`config.mk`:
```
export PLATFORM = sky130hd
export DESIGN_NAME = serial_deserializer
export DESIGN_NICKNAME = d
export VERILOG_FILES = /design/src/rtl/ser_pkg.sv /design/src/rtl/serial_deserializer.sv
export SDC_FILE = /design/constraint.sdc
export NUM_CORES = 1
export LEC_CHECK = 0
export BUFFER_PORTS_ARGS = -buffer_cell sky130_fd_sc_hd__buf_4
export CAP_MARGIN = 20
export CORE_UTILIZATION = 50
export DETAILED_ROUTE_END_ITERATION = 10
export PLACE_DENSITY = 0.72
export SYNTH_ARGS = -nofsm -noshare
export SYNTH_HDL_FRONTEND = slang
export SYNTH_SLANG_ARGS = --single-unit
```
`constraint.sdc`:
```
create_clock -name clk -period 1.3 [get_ports clk]
set_input_delay 0.13 -clock clk [delete_from_list [all_inputs] [get_ports clk]]
set_output_delay 0.13 -clock clk [all_outputs]
set_load 0.05 [all_outputs]
```
`src/rtl/ser_pkg.sv`:
```
// ser_pkg: shared deserializer state encoding and default word width
package ser_pkg;
  typedef enum logic [1:0] {IDLE, DATA, STOP} state_t;
  localparam int DEFAULT_WIDTH = 8;
endpackage

```
`src/rtl/serial_deserializer.sv`:
```
// serial_deserializer: start/LSB-first data/stop frame receiver with word strobe and framing-error pulse
module serial_deserializer
  import ser_pkg::*;
#(
  parameter int WIDTH = DEFAULT_WIDTH
) (
  input  logic             clk,
  input  logic             rst,
  input  logic             bit_en,
  input  logic             sin,
  output logic [WIDTH-1:0] out,
  output logic             wr_en,
  output logic             busy,
  output logic             frame_err
);
  localparam int CW = $clog2(WIDTH);
  localparam logic [CW-1:0] LAST = CW'(WIDTH - 1);
  state_t state, state_n;
  logic [CW-1:0] cnt, cnt_n;
  logic [WIDTH-1:0] sr, sr_n, out_n;
  logic wr_n, fe_n;
  assign busy = state != IDLE;
  always_ff @(posedge clk)
    if (rst) begin
      state     <= IDLE;
      cnt       <= '0;
      sr        <= '0;
      out       <= '0;
      wr_en     <= 1'b0;
      frame_err <= 1'b0;
    end else begin
      state     <= state_n;
      cnt       <= cnt_n;
      sr        <= sr_n;
      out       <= out_n;
      wr_en     <= wr_n;
      frame_err <= fe_n;
    end
  always_comb begin
    state_n = state;
    cnt_n   = cnt;
    sr_n    = sr;
    out_n   = out;
    wr_n    = 1'b0;
    fe_n    = 1'b0;
    if (bit_en)
      case (state)
        IDLE: begin
          state_n = sin ? IDLE : DATA;
          cnt_n   = sin ? cnt : '0;
        end
        DATA: begin
          sr_n    = {sin, sr[WIDTH-1:1]};
          cnt_n   = cnt + 1'b1;
          state_n = cnt == LAST ? STOP : DATA;
        end
        STOP: begin
          state_n = IDLE;
          out_n   = sin ? sr : out;
          wr_n    = sin;
          fe_n    = !sin;
        end
        default: state_n = IDLE;
      endcase
  end
endmodule

```
# Yosys cells after proc, flatten, opt, wreduce, memory -nomap -nowiden
# Index checks and enable logic that the tools add are counted.
[totals]
ff_bits = 23
output_inout_bits = 11
wordCells = 26
[classes]
addsub = 1
n_eq_ne = 4
n_mux = 5
bitwise = 2
reduce_logical = 8
[op_table]
columns = ["cell", "n"]
rows = [
  ["3-bit case mux with 2 select lines", 1],
  ["3-bit AND reduction", 2],
  ["2-bit case mux with 2 select lines", 1],
  ["2-bit nonzero test", 2],
  ["3-bit by 1-bit adder with 3-bit output, second input constant", 1],
  ["3-bit equality test, second input constant", 1],
  ["3-bit two-way mux", 1],
  ["3-bit OR reduction", 1],
  ["2-bit by 1-bit equality test with 1-bit output, second input constant", 1],
  ["2-bit equality test, second input constant", 1],
  ["2-bit zero test", 1],
  ["2-bit two-way mux", 1],
  ["2-bit != test, second input constant", 1],
  ["1-bit NOT", 2],
  ["2-bit AND reduction", 1],
  ["1-bit zero test", 1],
  ["1-bit two-way mux", 1],
]

# Depth between registers and ports, before layout
# Gate-level depths: netlist of run 1.
[logic_depth]
depth_word = 3
mapped_depth = 5
depth_no_buf = 5

# Worst setup path after synthesis of run 1
# Ideal clock, no wire load.
[synth_path]
path_kind = "flip-flop to flip-flop"
startpoint = "register state[1]"
endpoint = "register cnt[1]"
setup_ps = 138
arrival_ps = 890
setup_slack_ps = 272
stages_incl_launch_ff = 6
n_path_buf = 2
period_less_slack_ps = 1028
path_cell_list = "dfxtp_1 -> buf_2 -> and3b_1 -> buf_4 -> nand2_1 -> a21oi_2"
[synth_via]
elab_chain_len = 3
word_cells_on_any_way = 6
classes_between = "eq/ne (2); mux (1); reduce/logical (3)"
[synth_rtl]
columns = ["element", "line", "text"]
rows = [
  ["from (decl)", "serial_deserializer.sv:18", "state_t state, state_n;"],
  ["from (signal assigned)", "serial_deserializer.sv:32", "state <= state_n;"],
  ["2-bit by 1-bit equality test with 1-bit output / 2-bit zero test (equally long branches)", "serial_deserializer.sv:47", "case (state)"],
  ["2-bit nonzero test (no source line) / 2-bit != test (equally long branches)", "--", ""],
  ["3-bit AND reduction (no source line)", "--", ""],
  ["to (signal assigned)", "serial_deserializer.sv:33", "cnt <= cnt_n;"],
  ["to (decl)", "serial_deserializer.sv:19", "logic [CW-1:0] cnt, cnt_n;"],
]
# Parallel ways exist; a longest one is shown, timed or not.
# A chain may end at the register's enable or synchronous reset.

# Worst setup path after layout of run 1
[layout_path]
startpoint = "register state[0]"
endpoint = "output port busy"
[layout_via]
elab_chain_len = 1
[layout_rtl]
columns = ["element", "line", "text"]
rows = [
  ["2-bit nonzero test", "serial_deserializer.sv:22", "assign busy = state != IDLE;"],
  ["to (decl)", "serial_deserializer.sv:13", "output logic busy,"],
]
# No other way between the ends.

==> impl_metrics.ini, run 1 <==
[logic_synthesis]
ys_seq_area_share_pct = 50.8
synth_area_per_cell_um2 = 8.72
synth_nets = 110
yosysUniqueCellTypes = 23
synth_warnings = 0
netlist_area_um2 = 907
syn_inst = 104
synth_seq_cells = 23

[sta]
finalCritPeriodShare_pct = 92.1
rsz0062_at_grt = false
final-setup-viol-count = 0
max_clock_freq_mhz = 835
tns_ns = 0
slew_headroom_pct = 78.0
worst_slack_ns = 0.103
tightest_slew_ns = 0.328
hold_viol = 0
post-route-min-period_ns = 1.20
fin_skew_ns = 0.00347
maxSlewViolCount = 0

[route]
antenna_left = 0
dr.pass1.iters = 4
drc_errors = 0
wirelength_mm = 1.50
vias = 701
detail_route.vias_per_cell = 4.94
drt_iter0_markers = 16
wire_per_inst_um = 10.6

[clocking]
cts_tree = yes
clk_latency_ns = 0.29
clock_sinks = 23
cts_buffers = 3
cts_buffer_depth = 2
cts_setup_buffers = 0
cts_max_level = 1
cts.clk_slew.worst_paths_ns = 0.12
postCtsHoldBufs = 0
cts-root-buf = clkbuf_4

[pwr]
p_total_uw = 1100
p_per_area_nw_per_um2 = 1040
power.leakage_uw = 0.000381
irDropWorstVdd_v = 0.000671

[global_route]
grt_usage_pct = 18.9
antenna_found_initial = 0
grt-ovfl-total = 0
grt_pass1_vias = 608
grt_max_degree = 24
grt_pass1_wl_mm = 2.70

[placement]
port_buffers = 14
dp_hpwl_mm = 1.00
place_ws_ns = 0.0706
gp_congestion = 0.758

[floorplanning]
fp-row-count = 15
die_h_um = 44.6
coreArea_um2 = 1710
die_x_um = 44.6
dieArea_um2 = 1990
ios = 15
start_util_pct = 53.1

[critical_path]
arrival_ns = 1.07
worst_setup_path_start_kind = flop
critPathKind = flop to output port
path_cells = or2_1 -> buf_4
critPathSlowestCell = dfxtp_2
crit_path_end_kind = output port
critPathMaxStageDelay_ns = 0.37
cp_max_fo = 8
required_ns = 1.17

[finish]
syn2layout_area_growth_pct = 15.7
multi_input_area_um2 = 417
seq_area_um2 = 463
final_nets = 124
n_antenna_cell = 0
layout-drive-gt1-share_pct = 28.2
fillers = 155

[status]
outcome = finished, final reports clean

[min_path]
hp-class = primary input to flop

[flow_run]
maxCapViolations = 0
==> synthesized netlist by cell type (all sizes together) <==
cell,instances,area (um^2)
dfxtp,23,460
and4b,1,10.0
nand3b,1,7.51
nor2b,2,12.5
nor2,5,21.3
clkbuf,1,3.75
a2bb2oi,1,8.76
nand2,34,128
nor3b,1,7.51
buf,5,28.8
nand4b,1,8.76
nand2b,1,6.26
ha,2,25.0
a21oi,19,133
or2,1,6.26
o21ai,3,15.0
or3b,1,8.76
and3b,1,8.76
a211oi,1,7.51
==> flip-flops by register name (all words and copies together) (netlist names) <==
| signal | flops |
|---|---|
| state | 2 |
| out | 8 |
| frame_err | 1 |
| sr | 8 |
| wr_en | 1 |
| cnt | 3 |
==> final cells by class <==
class,instances,share of cell area (%)
sequential,23,44.1
multi-input combinational,75,39.7
timing repair buffer,15,10.7
tap,25,2.98
clock buffer,4,2.50
==> report_power, final <==
group          total (uW)  internal (uW)  leakage, uW  switching [uW]
combinational        64.4           21.0     0.000179            43.4
sequential            716            710     0.000186            5.57
clock                 315            119    0.0000150             196
total                1100            851     0.000381             245
==> worst paths after layout <==
check                         from                    end  slack, ns  depth (start not counted)
max          state[0]$_SDFFE_PP0P_                   busy       0.10                          2
min                            sin     sr[7]$_SDFFE_PP0P_       0.11                          3
max reg2reg    cnt[0]$_SDFFE_PP0P_  state[0]$_SDFFE_PP0P_       0.20                          5
min reg2reg    out[7]$_SDFFE_PP0P_    out[7]$_SDFFE_PP0P_       0.46                          2
==> per-stage QoR <==
step | cells | instance area, um^2 | hold slack, ns | utilization (%)
finish | 142 | 1050 | 0.109 | 61.5
global route | 142 | 1050 | 0.0856 | 61.5
CTS | 142 | 1040 | 0.0927 | 61.2
detailed placement | 138 | 1020 | 0.423 | 59.6
global placement | 138 | 1020 | 0.421 | 59.6
floorplan | 104 | 907 | 0.199 | -
==> cells by family after synthesis <==
group / synth area share (%)
AO/OA/AOI/OAI: 18.1
adder cells (fa/ha/maj): 2.76
buffers and inverters: 3.58
flip-flops: 50.8
AND/OR/NAND/NOR: 24.8
==> critical path, delay by kind of cell, from the launching register on <==
kind	cells	cell delay (ns)
AND/OR/NAND/NOR	1	0.22
buffers and inverters	1	0.19
flip-flops	1	0.37
==> placed cells by master, fill, tap and decap left out, types with 2 or more instances in the layout <==
master	count
a21oi_1	9
a21oi_2	10
buf_4	15
clkbuf_4	3
dfxtp_1	21
dfxtp_2	2
ha_1	2
nand2_1	34
nor2_1	4
nor2b_1	2
o21ai_0	3
==> timing repair <==
action,4_1_cts,5_1_grt
endpoints found under the hold margin,0,0
endpoints found under the setup margin,0,8
gates resized for setup,0,4
==> per-layer routing <==
layer | track usage [%] | wire length (um) | share of wire (%)
met5 | 0 | 0 | 0
met4 | 9.09 | 21 | 1.4
met3 | 3.67 | 34 | 2.3
met2 | 27.6 | 635 | 42
met1 | 26.5 | 808 | 54
Note: power is estimated with default switching activity, not from simulation.
==> inputs of run 2 (changes only) <==
--- a/config.mk
+++ b/config.mk
@@ -10,6 +10,7 @@
 export CORE_UTILIZATION = 50
 export DETAILED_ROUTE_END_ITERATION = 10
 export PLACE_DENSITY = 0.72
+export REMOVE_ABC_BUFFERS = 1
 export SYNTH_ARGS = -nofsm -noshare
 export SYNTH_HDL_FRONTEND = slang
 export SYNTH_SLANG_ARGS = --single-unit
==> run 2 against run 1 <==
Global-route usage increased by 0.17 points. Setup slack worse by 0.026 ns. Register-to-register slack worse by 0.07 ns. Fmax is 2.1% lower. Cell area unchanged. Combinational power is essentially flat. Clock-buffer cell count is 1 lower. Non-clock buffer count did not move.
==> impl_metrics.ini, run 2 (synthesis results as in run 1) <==
[global_route]
grt_usage_pct = 19.1
grt_max_degree = 24
grt_pass1_vias = 573
antenna_found_initial = 0
grt_pass1_wl_mm = 2.64
grt-ovfl-total = 0

[finish]
final_nets = 124
final_common_cell = nand2_1
n_antenna_cell = 0
reg_top3 = out (8), sr (8), cnt (3)
fillers = 168
layout_common_cells = nand2_1, dfxtp_1, buf_4
syn2layout_area_growth_pct = 15.7
instances_no_fill = 142
finish.utilization_pct = 61.5
layout-drive-gt1-share_pct = 28.2

[placement]
gp_congestion = 0.693
dp_hpwl_mm = 1.04
port_buffers = 14
dpl.cell_count = 138
place_ws_ns = 0.0946

[route]
antenna_left = 0
drc_errors = 0
wirelength_mm = 1.57
detail_route.vias_per_cell = 4.89
dr.pass1.iters = 4
wire_per_inst_um = 11.1
vias = 695
drt_iter0_markers = 10

[critical_path]
worst_setup_path_start_kind = flop
r2r-end = state[0]$_SDFFE_PP0P_
arrival_ns = 1.09
cp_max_fo = 8
critPathKind = flop to output port
r2r_slack_ns = 0.13
reg2reg_depth = 5
required_ns = 1.17
r2r-start = cnt[0]$_SDFFE_PP0P_
crit_path_end_kind = output port

[sta]
tns_ns = 0
rsz0062_at_grt = false
fin_skew_ns = 0.0121
final-setup-viol-count = 0
maxSlewViolCount = 0
post-route-min-period_ns = 1.22
max_clock_freq_mhz = 817
tightest_slew_ns = 0.325
finalCritPeriodShare_pct = 94.1
hold_viol = 0
worst_slack_ns = 0.0766
slew_headroom_pct = 78.3

[pwr]
irDropWorstVdd_v = 0.000525
p_per_area_nw_per_um2 = 1070
power.leakage_uw = 0.000384

[floorplanning]
coreArea_um2 = 1710
dieArea_um2 = 1990
die_h_um = 44.6
fp-row-count = 15
die_x_um = 44.6
ios = 15
start_util_pct = 53.1

[clocking]
cts.clk_slew.worst_paths_ns = 0.14
cts-root-buf = clkbuf_4
cts_setup_buffers = 0
postCtsHoldBufs = 0
clock_sinks = 23
cts_buffers = 3
cts_buffer_depth = 2
ctsResizeCount = 0
clk_latency_ns = 0.33
cts_max_level = 1
cts_tree = yes

[flow_run]
maxCapViolations = 0

[min_path]
worstHoldEndpoint = sr[7]$_SDFFE_PP0P_
whs_path_depth = 3
hp-class = primary input to flop
hp-start = sin

[status]
outcome = finished, final reports clean
-- run 2: routing by layer --
layer | share of wire [%] | wire (um) | up-vias | track usage [%]
li1 | - | - | 373 | -
met1 | 49 | 766 | 301 | 24.0
met2 | 45 | 704 | 16 | 29.4
met3 | 3.3 | 52 | 5 | 4.90
met4 | 3.1 | 48 | 0 | 10.9
met5 | 0 | 0 | - | 0
-- run 2: metrics by stage --
step | hold WS (ns) | area (um^2) | power, uW
after floorplan | 0.192 | 875 | 762
after global placement | 0.422 | 1020 | 794
final | 0.0677 | 1050 | 1120
after detailed placement | 0.427 | 1020 | 796
after CTS | 0.0735 | 1050 | 1130
after global routing | 0.0720 | 1050 | 1180
-- run 2: worst max path at each step --
stage                           from             endpoint  slack, ns  cells after the start
3_3_place_gp   state[1]$_SDFFE_PP0P_  cnt[0]$_SDFFE_PP0P_       0.16                      3
3_5_place_dp   state[0]$_SDFFE_PP0P_  cnt[0]$_SDFFE_PP0P_       0.09                      3
2_1_floorplan  state[1]$_SDFFE_PP0P_  cnt[0]$_SDFFE_PP0P_       0.24                      3
6_report       state[0]$_SDFFE_PP0P_                 busy       0.08                      2
4_1_cts        state[1]$_SDFFE_PP0P_                 busy       0.04                      2
5_1_grt        state[0]$_SDFFE_PP0P_                 busy       0.02                      2
-- run 2: critical path, stage by stage, from the launching register on --
cell     delay [ns]
dfxtp_2        0.37
or2_1          0.22
buf_4          0.19
-- run 2: final cells by class --
type	instances	area [um^2]	area share (%)
Clock buffer	3	22.5	2.15
Clock inverter	1	5.00	0.477
Multi-Input combinational cell	75	415	39.6
Sequential cell	23	463	44.1
Tap cell	25	31.3	2.98
Timing Repair Buffer	15	113	10.7
-- run 2: report_power, final --
group	internal [uW]	switching (uW)
Combinational	21.1	43.3
Clock	115	227
Sequential	711	5.96
==> inputs of run 3 (changes only) <==
--- a/config.mk
+++ b/config.mk
@@ -8,6 +8,7 @@
 export BUFFER_PORTS_ARGS = -buffer_cell sky130_fd_sc_hd__buf_4
 export CAP_MARGIN = 20
 export CORE_UTILIZATION = 50
+export CTS_CLUSTER_SIZE = 12
 export DETAILED_ROUTE_END_ITERATION = 10
 export PLACE_DENSITY = 0.72
 export REMOVE_ABC_BUFFERS = 1
==> constraint.sdc (replaced) <==
create_clock -name clk -period 1.5 [get_ports clk]
set_input_delay 0.15 -clock clk [delete_from_list [all_inputs] [get_ports clk]]
set_output_delay 0.15 -clock clk [all_outputs]
set_load 0.05 [all_outputs]
==> run 3 against run 2 <==
Setup slack improved by 0.14 ns. Clock-buffer cell count unchanged. Power decreased by 14%. Cell count decreased by 0.70%. Non-clock buffer count decreased by 1. Sequential share of layout area increased by 0.24 points. Critical endpoint unchanged. Largest power group unchanged.
==> impl_metrics.ini, run 3 (synthesis results as in run 1) <==
[status]
outcome = finished, final reports clean

[clocking]
clock_sinks = 23
cts-root-buf = clkbuf_4
postCtsHoldBufs = 0
cts_max_level = 1
ctsResizeCount = 0
clk_latency_ns = 0.31
cts_setup_buffers = 0
cts.clk_slew.worst_paths_ns = 0.12
cts_tree = yes
cts_buffer_depth = 2
cts_buffers = 3

[route]
wire_per_inst_um = 10.9
vias = 715
met3_length_um = 65
antenna_left = 0
detail_route.vias_per_cell = 5.07
dr_wl_met2_um = 703
wirelength_mm = 1.53
drc_errors = 0
met1_length_um = 746
dr.pass1.iters = 4
top_layer_used = met4
drt_iter0_markers = 7

[critical_path]
cp_max_fo = 8
critPathSlowestCell = dfxtp_1
r2r-start = state[0]$_SDFFE_PP0P_
worst_setup_path_start_kind = flop
required_ns = 1.35
cpLargestDelayFamily = flip-flops
arrival_ns = 1.14
r2r_slack_ns = 0.26
critPathBufInv = 1
critPathMaxStageDelay_ns = 0.38
crit_path_end_kind = output port
r2r-end = cnt[0]$_SDFFE_PP0P_
reg2reg_depth = 3
path_cells = or2_1 -> buf_4
critPathKind = flop to output port

[floorplanning]
die_h_um = 44.6
coreArea_um2 = 1710
start_util_pct = 53.1
ios = 15
die_x_um = 44.6
dieArea_um2 = 1990
fp-row-count = 15

[pwr]
seqPwrFrac_pct = 64.6
clkPwrFrac_pct = 29.6
p_switching_uw = 228
p_total_uw = 961
swShare_pct = 23.7
power.leakage_uw = 0.000379
p_int_uw = 733
irDropWorstVdd_v = 0.000692
p_per_area_nw_per_um2 = 925
power_frac_comb_pct = 5.8

[finish]
final_common_cell = nand2_1
design_area_um2 = 1040
reg_top3 = out (8), sr (8), cnt (3)
layout-drive-gt1-share_pct = 25.0
final_nets = 123
fillers = 167
layout_common_cells = nand2_1, dfxtp_1, buf_4
n_antenna_cell = 0
syn2layout_area_growth_pct = 14.5

[sta]
finalCritPeriodShare_pct = 85.9
post-route-min-period_ns = 1.29
slew_headroom_pct = 73.0
rsz0062_at_grt = false
hold_viol = 0
fin_skew_ns = 0.00239
maxSlewViolCount = 0
tightest_slew_ns = 0.406
worst_slack_ns = 0.212
max_clock_freq_mhz = 776
tns_ns = 0
final-setup-viol-count = 0

[global_route]
grt_pass1_vias = 622
grt_max_degree = 24
antenna_found_initial = 0
grt_pass1_wl_mm = 2.66
grt-ovfl-total = 0
grt_usage_pct = 18.7

[min_path]
hp-start = sin
worstHoldEndpoint = sr[7]$_SDFFE_PP0P_
whs_path_depth = 3
hp-class = primary input to flop

[placement]
post_dp_cell_area_um2 = 1010
gp_congestion = 0.729
dp_hpwl_mm = 1.08
place_ws_ns = 0.262
port_buffers = 14

[flow_run]
maxCapViolations = 0
[run 3: worst max-delay path by stage]
stage,start,endpoint,slack [ns],cells after the start
finish,state[0]$_SDFFE_PP0P_,busy,0.21,2
detailed placement,state[0]$_SDFFE_PP0P_,cnt[0]$_SDFFE_PP0P_,0.26,3
CTS,state[0]$_SDFFE_PP0P_,busy,0.21,2
global route,state[0]$_SDFFE_PP0P_,cnt[0]$_SDFFE_PP0P_,0.08,3
floorplan,state[1]$_SDFFE_PP0P_,cnt[0]$_SDFFE_PP0P_,0.44,3
global placement,state[0]$_SDFFE_PP0P_,cnt[0]$_SDFFE_PP0P_,0.28,3
[run 3: worst register-to-register path, stage by stage, from the launching register on]
cell and delay [ns]:
dfxtp_1 0.45, and3b_1 0.45, nor2_1 0.07, a211oi_1 0.20
[run 3: metrics by stage]
step / hold WS (ns) / utilization, % / std cells
after floorplan: 0.212 / - / 98
after global placement: 0.438 / 59.2 / 137
after detailed placement: 0.448 / 59.2 / 137
after CTS: 0.112 / 60.8 / 141
after global routing: 0.115 / 60.8 / 141
final: 0.113 / 60.8 / 141
[run 3: cell type report]
| class | count | area (um^2) | area share (%) |
|---|---|---|---|
| clock buffer | 3 | 22.5 | 2.17 |
| clock inverter | 1 | 5.00 | 0.482 |
| multi-input combinational | 75 | 414 | 39.9 |
| sequential | 23 | 460 | 44.3 |
| tap | 25 | 31.3 | 3.01 |
| timing repair buffer | 14 | 105 | 10.1 |
[run 3: layer usage]
layer,up-vias,global-route usage [%]
met5,-,0
met1,332,23.4
met4,0,5.45
met2,13,30.6
met3,2,6.12
li1,368,-
[run 3: power groups by stage]
| stage | Clock [uW] | Combinational [uW] | Sequential (uW) |
|---|---|---|---|
| 2_1_floorplan | 0 | 28.0 | 633 |
| 3_3_place_gp | 0 | 55.7 | 634 |
| 3_5_place_dp | 0 | 56.0 | 634 |
| 4_1_cts | 289 | 56.1 | 620 |
| 5_1_grt | 316 | 61.4 | 622 |
| 6_report | 285 | 55.8 | 621 |
